==> config.mk <==
export PLATFORM = sky130hd
export DESIGN_NAME = burst_data_memory
export DESIGN_NICKNAME = d
export VERILOG_FILES = /design/src/rtl/burst_data_memory_pkg.sv /design/src/rtl/burst_data_memory_mem_array.sv /design/src/rtl/burst_data_memory.sv
export SDC_FILE = /design/constraint.sdc
export NUM_CORES = 1
export LEC_CHECK = 0
export ABC_AREA = 1
export BUFFER_PORTS_ARGS = -buffer_cell sky130_fd_sc_hd__buf_2
export CAP_MARGIN = 20
export CORE_ASPECT_RATIO = 1.5
export CORE_UTILIZATION = 66
export DETAILED_ROUTE_END_ITERATION = 8
export GPL_TIMING_DRIVEN = 0
export PLACE_DENSITY = 0.84
export SYNTH_ARGS = -nofsm -noshare
export SYNTH_HDL_FRONTEND = slang
export SYNTH_SLANG_ARGS = --single-unit
==> constraint.sdc <==
create_clock -name clk -period 6.5 [get_ports clk]
set_input_delay 1.3 -clock clk [delete_from_list [all_inputs] [get_ports clk]]
set_output_delay 1.3 -clock clk [all_outputs]
set_load 0.02 [all_outputs]
==> src/rtl/burst_data_memory_pkg.sv <==
// Shared types and default sizing for the burst data memory.
// Each instance derives its address and beat-count widths from its own parameters.
package mem_pkg;

  typedef enum logic [1:0] {
    IDLE  = 2'd0,
    LOAD  = 2'd1,
    STORE = 2'd2
  } state_t;

  localparam int DEF_DATA_W    = 32;
  localparam int DEF_DEPTH     = 16;
  localparam int DEF_MAX_BEATS = 16;
  localparam int ADDR_W        = $clog2(DEF_DEPTH);
  localparam int CNT_W         = $clog2(DEF_MAX_BEATS);
  localparam int BE_W          = DEF_DATA_W / 8;

endpackage

==> src/rtl/burst_data_memory_mem_array.sv <==
// Single-port synchronous RAM with byte-lane write enables and a registered read.
// Storage has no reset. rdata keeps its value on cycles that do not read.
module mem_array #(
  parameter int DATA_W = 32,
  parameter int DEPTH  = 16
) (
  input  logic                       clk,
  input  logic                       en,
  input  logic                       we,
  input  logic [DATA_W/8-1:0]        be,
  input  logic [$clog2(DEPTH)-1:0]   addr,
  input  logic [DATA_W-1:0]          wdata,
  output logic [DATA_W-1:0]          rdata
);

  localparam int LANES = DATA_W / 8;

  logic [DATA_W-1:0] mem [DEPTH];

  always_ff @(posedge clk) begin
    if (en) begin
      if (we) begin
        for (int b = 0; b < LANES; b++) begin
          if (be[b]) mem[addr][b*8 +: 8] <= wdata[b*8 +: 8];
        end
      end else begin
        rdata <= mem[addr];
      end
    end
  end

endmodule

==> src/rtl/burst_data_memory.sv <==
// Burst load/store data memory: request handshake, beat counter and wrapping address.
// Loads return one beat per cycle. Stores advance one beat per accepted wr_valid.
module burst_data_memory
  import mem_pkg::*;
#(
  parameter int DATA_W    = DEF_DATA_W,
  parameter int DEPTH     = DEF_DEPTH,
  parameter int MAX_BEATS = DEF_MAX_BEATS
) (
  input  logic                          clk,
  input  logic                          rst,
  input  logic                          req_valid,
  output logic                          req_ready,
  input  logic                          req_store,
  input  logic [$clog2(DEPTH)-1:0]      req_addr,
  input  logic [$clog2(MAX_BEATS)-1:0]  req_count,
  input  logic                          wr_valid,
  output logic                          wr_ready,
  input  logic [DATA_W-1:0]             wr_data,
  input  logic [DATA_W/8-1:0]           wr_be,
  output logic                          rd_valid,
  output logic [DATA_W-1:0]             rd_data,
  output logic                          rd_last,
  output logic                          busy
);

  localparam int AW = $clog2(DEPTH);
  localparam int CW = $clog2(MAX_BEATS);

  state_t          state_reg, state_next;
  logic [AW-1:0]   base_reg, base_next;
  logic [CW-1:0]   last_reg, last_next;
  logic [CW-1:0]   k_reg, k_next;
  logic            rd_valid_reg, rd_valid_next;
  logic            rd_last_reg, rd_last_next;
  logic            seen_reg, seen_next;
  logic            mem_en, mem_we;
  logic [AW-1:0]   mem_addr;
  logic [DATA_W-1:0] mem_rdata;

  // Address arithmetic is done in AW bits, so bursts wrap modulo DEPTH.
  assign mem_addr = base_reg + AW'(k_reg);

  always_ff @(posedge clk or negedge rst) begin
    if (!rst) begin
      state_reg    <= IDLE;
      base_reg     <= '0;
      last_reg     <= '0;
      k_reg        <= '0;
      rd_valid_reg <= 1'b0;
      rd_last_reg  <= 1'b0;
      seen_reg     <= 1'b0;
    end else begin
      state_reg    <= state_next;
      base_reg     <= base_next;
      last_reg     <= last_next;
      k_reg        <= k_next;
      rd_valid_reg <= rd_valid_next;
      rd_last_reg  <= rd_last_next;
      seen_reg     <= seen_next;
    end
  end

  always_comb begin
    state_next    = state_reg;
    base_next     = base_reg;
    last_next     = last_reg;
    k_next        = k_reg;
    rd_valid_next = 1'b0;
    rd_last_next  = 1'b0;
    seen_next     = seen_reg;
    mem_en        = 1'b0;
    mem_we        = 1'b0;
    case (state_reg)
      IDLE: begin
        if (req_valid) begin
          base_next  = req_addr;
          last_next  = req_count;
          k_next     = '0;
          state_next = req_store ? STORE : LOAD;
        end
      end
      LOAD: begin
        mem_en        = 1'b1;
        rd_valid_next = 1'b1;
        rd_last_next  = (k_reg == last_reg);
        seen_next     = 1'b1;
        k_next        = k_reg + 1'b1;
        if (k_reg == last_reg) state_next = IDLE;
      end
      STORE: begin
        if (wr_valid) begin
          mem_en = 1'b1;
          mem_we = 1'b1;
          k_next = k_reg + 1'b1;
          if (k_reg == last_reg) state_next = IDLE;
        end
      end
      default: state_next = IDLE;
    endcase
  end

  mem_array #(
    .DATA_W(DATA_W),
    .DEPTH (DEPTH)
  ) u_mem (
    .clk  (clk),
    .en   (mem_en),
    .we   (mem_we),
    .be   (wr_be),
    .addr (mem_addr),
    .wdata(wr_data),
    .rdata(mem_rdata)
  );

  assign req_ready = (state_reg == IDLE);
  assign wr_ready  = (state_reg == STORE);
  assign busy      = (state_reg != IDLE);
  assign rd_valid  = rd_valid_reg;
  assign rd_last   = rd_last_reg;
  // The unreset RAM output register is masked until a load has run since reset.
  assign rd_data   = seen_reg ? mem_rdata : '0;

endmodule

==> impl_metrics.toml, run 1 <==
[timing]
period_share = 0.617
fin_worst_skew_ns = 0.0138
hold_viol = 0
rsz0062_at_grt = "no"
fmax_mhz = 249
setup_viol = 0
tightest_slew_ns = 1.25
tns_ns = 0
fin_crit_ns = 4.01
slew_headroom = 0.165
slew_violations = 0

[global_route]
antenna_found_initial = 2
overflow = 0
grt_max_degree = 19
grt_pass1_wl_um = 97500
grt_pass1_vias = 16300
grt_use_total = 0.390

[worst_setup_path]
cp_data_required_time_ns = 6.71
cp_data_arrival_time_ns = 4.22
startpoint_type = "flip-flop"
crit_fanout = 10
cp-end-kind = "flip-flop"
critPathKind = "flip-flop to flip-flop"

[cells_and_area]
syn_to_final_growth_pct = 11.0
fillers = 2121
reg_top3 = "u_mem.mem (512), u_mem.rdata (32)"
fin_nets = 2257
largest_register = "u_mem.mem"
regArea_um2 = 16800
multi_input_area_um2 = 5050
largest_reg_flops = 512
drive_gt1_frac = 0.0934

[clock_network]
cts_root_buffer = "clkbuf_16"
holdBufCountCts = 0
post_cts.repair.setup_buffers = 0
cts_max_level = 2
cts_resized = 0
cts_buffers = 49
cts_tree = "built"
cts.sinks = 561
clk_pin_slew_ns = 0.07
clockBufferDepth = 3
insertion_delay_ns = 0.59

[min_path]
hp-class = "flip-flop to flip-flop"

[yosys]
async_flop_share = 0.0303
yosys_register_bits = 561
synth_flop_cell = "edfxtp_1"
synth_cell_types = 25
syn_area_um2 = 23000
synth_cells = 2061
avgSynthCellArea_um2 = 11.1
synth.net_count = 2120
synth_edf_count = 544
yosysWarnings = 0
synth_sequential_area_ratio = 0.730

[placement]
place.gp.congestion = 1.01
dp_hpwl_um = 43700
portBuffers = 85

[die]
start_util = 0.670
io_pins = 86
die_h_um = 230
fp.dieW_um = 154
die-area_um2 = 35500
fp-row-count = 83
coreArea_um2 = 34300

[flow_run]
drv_cap = 0

[route]
vias_per_cell = 6.13
post_drt_wl_per_cell_um = 25.3
drt_first_pass_iters = 7
ant_nets = 0
wl_um = 67400
vias = 16300
drt_iter0_markers = 2438
drc = 0

[outcome]
status = "complete, no violations"
-- placed cells by master (no fill, tap or decap) --
cell and n:
fa_1 1, inv_6 1, clkinv_2 4, o21ai_0 2, clkinv_1 16, nand2_1 623
edfxtp_1 544, nand3b_1 17, buf_16 1, nand2_2 2, buf_4 12, a21oi_1 96
inv_2 3, mux2_2 4, dfrtp_1 17, clkbuf_16 51, xor2_1 1, buf_2 119
xnor2_1 2, ha_2 1, nor2_2 2, buf_1 9, clkbuf_1 44, nor2_1 359
or2_2 2, bufinv_16 4, clkbuf_2 1, nand4_1 2, diode_2 1, ha_1 8
inv_1 189, clkinvlp_4 1, nand3_1 98, buf_6 1
-- critical path: stages, from the launching register on --
cell     delay, ns
dfrtp_1       0.45
ha_1          0.27
fa_1          0.51
buf_4         0.23
nand2_2       0.25
inv_2         0.17
buf_4         0.24
buf_4         0.26
nand3_1       0.35
nor2_1        0.88
-- cells in the mapped netlist (2+ instances only) --
| master | count | area [um2] |
|---|---|---|
| inv_2 | 3 | 11.3 |
| buf_2 | 34 | 170 |
| dfrtp_1 | 17 | 425 |
| inv_1 | 189 | 709 |
| buf_4 | 12 | 90.1 |
| or2_2 | 2 | 12.5 |
| nand4_1 | 2 | 12.5 |
| a21oi_1 | 96 | 480 |
| buf_1 | 9 | 33.8 |
| edfxtp_1 | 544 | 16300 |
| nand3_1 | 98 | 490 |
| o21ai_0 | 2 | 10.0 |
| nand3b_1 | 17 | 128 |
| nand2_2 | 2 | 12.5 |
| nand2_1 | 623 | 2340 |
| nor2_1 | 359 | 1350 |
| clkbuf_1 | 31 | 116 |
| ha_1 | 9 | 113 |
| nor2_2 | 2 | 12.5 |
| xnor2_1 | 2 | 17.5 |
| mux2_2 | 4 | 45.0 |
-- path summary, 6_finish.rpt --
check	from	end	slack [ns]	depth (start not counted)
worst max-delay path	k_reg[0]	u_mem.mem[7][22]	2.49	9
worst min-delay path	last_reg[3]	last_reg[3]	0.54	2
worst max register to register	k_reg[0]	u_mem.mem[7][22]	2.49	9
worst min register to register	last_reg[3]	last_reg[3]	0.54	2
max in group asynchronous	rst	base_reg[2]	5.58	1
min in group asynchronous	rst	state_reg[1]	0.63	1
-- cell type report --
cell class	instances	area share
Sequential cell	561	0.658
Multi-Input combinational cell	1220	0.198
Clock buffer	64	0.0520
Inverter	192	0.0283
Tap cell	425	0.0209
Timing Repair Buffer	86	0.0178
Buffer	88	0.0167
Clock inverter	26	0.00849
Antenna cell	1	0.0000982
-- metrics by stage --
step                setup WS [ns]  cell area (um2)  hold slack (ns)  std cells  utilization
finish                       2.49            25500            0.543       2663        0.744
global route                 2.41            25500            0.561       2662        0.744
CTS                          2.59            25500            0.539       2662        0.744
detailed placement           2.63            23900            0.525       2572        0.699
global placement             2.75            23900            0.508       2571        0.698
floorplan                    3.84            23000            0.486       2061            -
-- metal layers --
metal	track usage	up-vias	part of all wire
li1	-	7029	-
met3	0.0986	369	0.12
met5	0	-	0.00019
met4	0.313	2	0.090
met1	0.442	7558	0.32
met2	0.631	1360	0.47
-- cell families after synthesis --
logic type,synth area share
flops,0.730
xor+xnor,0.00114
compound gates,0.0214
mux,0.00196
simple gates,0.190
buf+inv,0.0500
fa+ha+maj,0.00578
Power of run 1 is not shown: default switching activity piles up to over one toggle a cycle in this logic, so the estimate is an artifact.
==> inputs of run 2 (changes only) <==
--- a/config.mk
+++ b/config.mk
@@ -9,10 +9,10 @@
 export BUFFER_PORTS_ARGS = -buffer_cell sky130_fd_sc_hd__buf_2
 export CAP_MARGIN = 20
 export CORE_ASPECT_RATIO = 1.5
-export CORE_UTILIZATION = 66
+export CORE_UTILIZATION = 56
 export DETAILED_ROUTE_END_ITERATION = 8
 export GPL_TIMING_DRIVEN = 0
-export PLACE_DENSITY = 0.84
+export PLACE_DENSITY = 0.76
 export SYNTH_ARGS = -nofsm -noshare
 export SYNTH_HDL_FRONTEND = slang
 export SYNTH_SLANG_ARGS = --single-unit
==> constraint.sdc (replaced) <==
create_clock -name clk -period 3.5 [get_ports clk]
set_input_delay 0.7 -clock clk [delete_from_list [all_inputs] [get_ports clk]]
set_output_delay 0.7 -clock clk [all_outputs]
set_load 0.02 [all_outputs]
==> impl_metrics.toml, run 2 (same netlist as run 1, synthesis figures left out) <==
[outcome]
status = "complete, but fails checks"
violations = "negative setup slack"

[worst_setup_path]
reg2reg_slack_ns = -0.17
crit_fanout = 10
cp_data_arrival_time_ns = 3.88
cp-end-kind = "flip-flop"
critPathMaxStageDelay_ns = 0.58
crit_top_cell = "buf_4"
timing.rr.end = "u_mem.mem[3][12]"
worstPathCellList = "ha_1, fa_1, buf_4, nand2_2, inv_2, buf_4, buf_4, nand3_1, nor2_2"
slowest_stage = "nor2_2"
rr_startpoint = "k_reg[0]"
rr_worst_depth = 9
startpoint_type = "flip-flop"
cp_data_required_time_ns = 3.71
critPathKind = "flip-flop to flip-flop"

[min_path]
hp-class = "input pin to asynchronous set/reset pin"

[flow_run]
drv_cap = 0

[cells_and_area]
drive_gt1_frac = 0.132
fillers = 2890
n_antenna_cell = 0
syn_to_final_growth_pct = 13.9
multi_input_area_um2 = 5400
mostFrequentLayoutCell = "nand2_1"
largest_reg_flops = 512
reg_top3 = "u_mem.mem (512), u_mem.rdata (32)"
regArea_um2 = 16800
largest_register = "u_mem.mem"
finalInstanceArea_um2 = 26200
fin_nets = 2263
layout_common_cells = "623 x nand2_1, 544 x edfxtp_1, 294 x nor2_1, 189 x inv_1, 119 x buf_2"

[global_route]
overflow = 0
antenna_found_initial = 0
grt_pass1_vias = 15200
grt_max_degree = 20
grt_pass1_wl_um = 92800
grt_use_total = 0.314

[route]
drc = 0
drt_iter0_markers = 1871
wl_um = 65100
vias_per_cell = 5.72
ant_nets = 0
post_drt_wl_per_cell_um = 23.7
drt_first_pass_iters = 8
vias = 15700

[die]
io_pins = 86
start_util = 0.569
fp.dieW_um = 167
die-area_um2 = 41800
coreArea_um2 = 40300
fp-row-count = 90
die_h_um = 250

[timing]
fin_worst_skew_ns = 0.0181
fmax_mhz = 273
fin_crit_ns = 3.67
slew_headroom = 0.215
fin_ws_ns = -0.166
tightest_slew_ns = 1.18
rsz0062_at_grt = "yes"
period_share = 1.05
setup_viol = 224
slew_violations = 0
tns_ns = -15.91
hold_viol = 0

[clock_network]
cts_buffers = 49
cts_max_level = 2
insertion_delay_ns = 0.59
cts_tree = "built"
cts_root_buffer = "clkbuf_16"
clk_pin_slew_ns = 0.07
cts.sinks = 561
clockBufferDepth = 3
holdBufCountCts = 0

[placement]
place.gp.congestion = 0.980
place_area_um2 = 24000
dp_hpwl_um = 43100
portBuffers = 85
pre_cts_slack_ns = -0.289
run 2: cell types whose count changed in the layout (fill, tap and decap cells not counted), moves of 2 or more:
cell	change
clkinv_2	+6
nand3_2	+2
clkbuf_1	-9
nor2_1	-65
bufinv_16	+3
nor2_4	+35
nor2_2	+30
nand3_1	-2
buf_12	+7
inv_6	+3
clkinv_1	-5
run 2: routing by layer:
metal	GRT usage	up-vias	share of wire
met5	0	-	0
met4	0.244	0	0.085
met3	0.0609	289	0.11
met2	0.527	1032	0.49
met1	0.351	7375	0.32
li1	-	7036	-
run 2: layout make-up:
class / instances / share of cell area
buffer: 88 / 0.0163
inverter: 192 / 0.0276
clock inverter: 35 / 0.0138
sequential: 561 / 0.641
clock buffer: 55 / 0.0494
timing repair buffer: 92 / 0.0216
multi-input combinational: 1220 / 0.206
tap: 506 / 0.0242
run 2: stage by stage:
step | cells | utilization | hold WS, ns
6_report | 2749 | 0.649 | 0.0328
3_5_place_dp | 2653 | 0.596 | 0.521
2_1_floorplan | 2061 | - | 0.404
5_1_grt | 2749 | 0.649 | 0.0655
4_1_cts | 2745 | 0.642 | 0.0390
3_3_place_gp | 2652 | 0.596 | 0.512
run 2: repair_timing:
action	in CTS	in global routing
gates resized for setup	54	48
pin swaps	0	2
setup endpoints to repair	366	448
setup buffers	2	4
run 2: critical path: cells and delay by family, from the launching register on:
| kind | cells | cell delay [ns] |
|---|---|---|
| buf+inv | 4 | 0.91 |
| flops | 1 | 0.44 |
| simple gates | 3 | 1.17 |
| fa+ha+maj | 2 | 0.75 |
run 2: how the worst max path moves through the flow:
stage              from  slack [ns]                to
2_1_floorplan  k_reg[0]        0.88  u_mem.mem[11][0]
3_3_place_gp   k_reg[0]       -0.25  u_mem.mem[7][22]
3_5_place_dp   k_reg[0]       -0.29  u_mem.mem[7][22]
4_1_cts        k_reg[0]       -0.24   u_mem.mem[3][5]
5_1_grt        k_reg[0]       -0.18  u_mem.mem[3][28]
6_report       k_reg[0]       -0.17  u_mem.mem[3][12]
Power of run 2 is left out for the same reason.
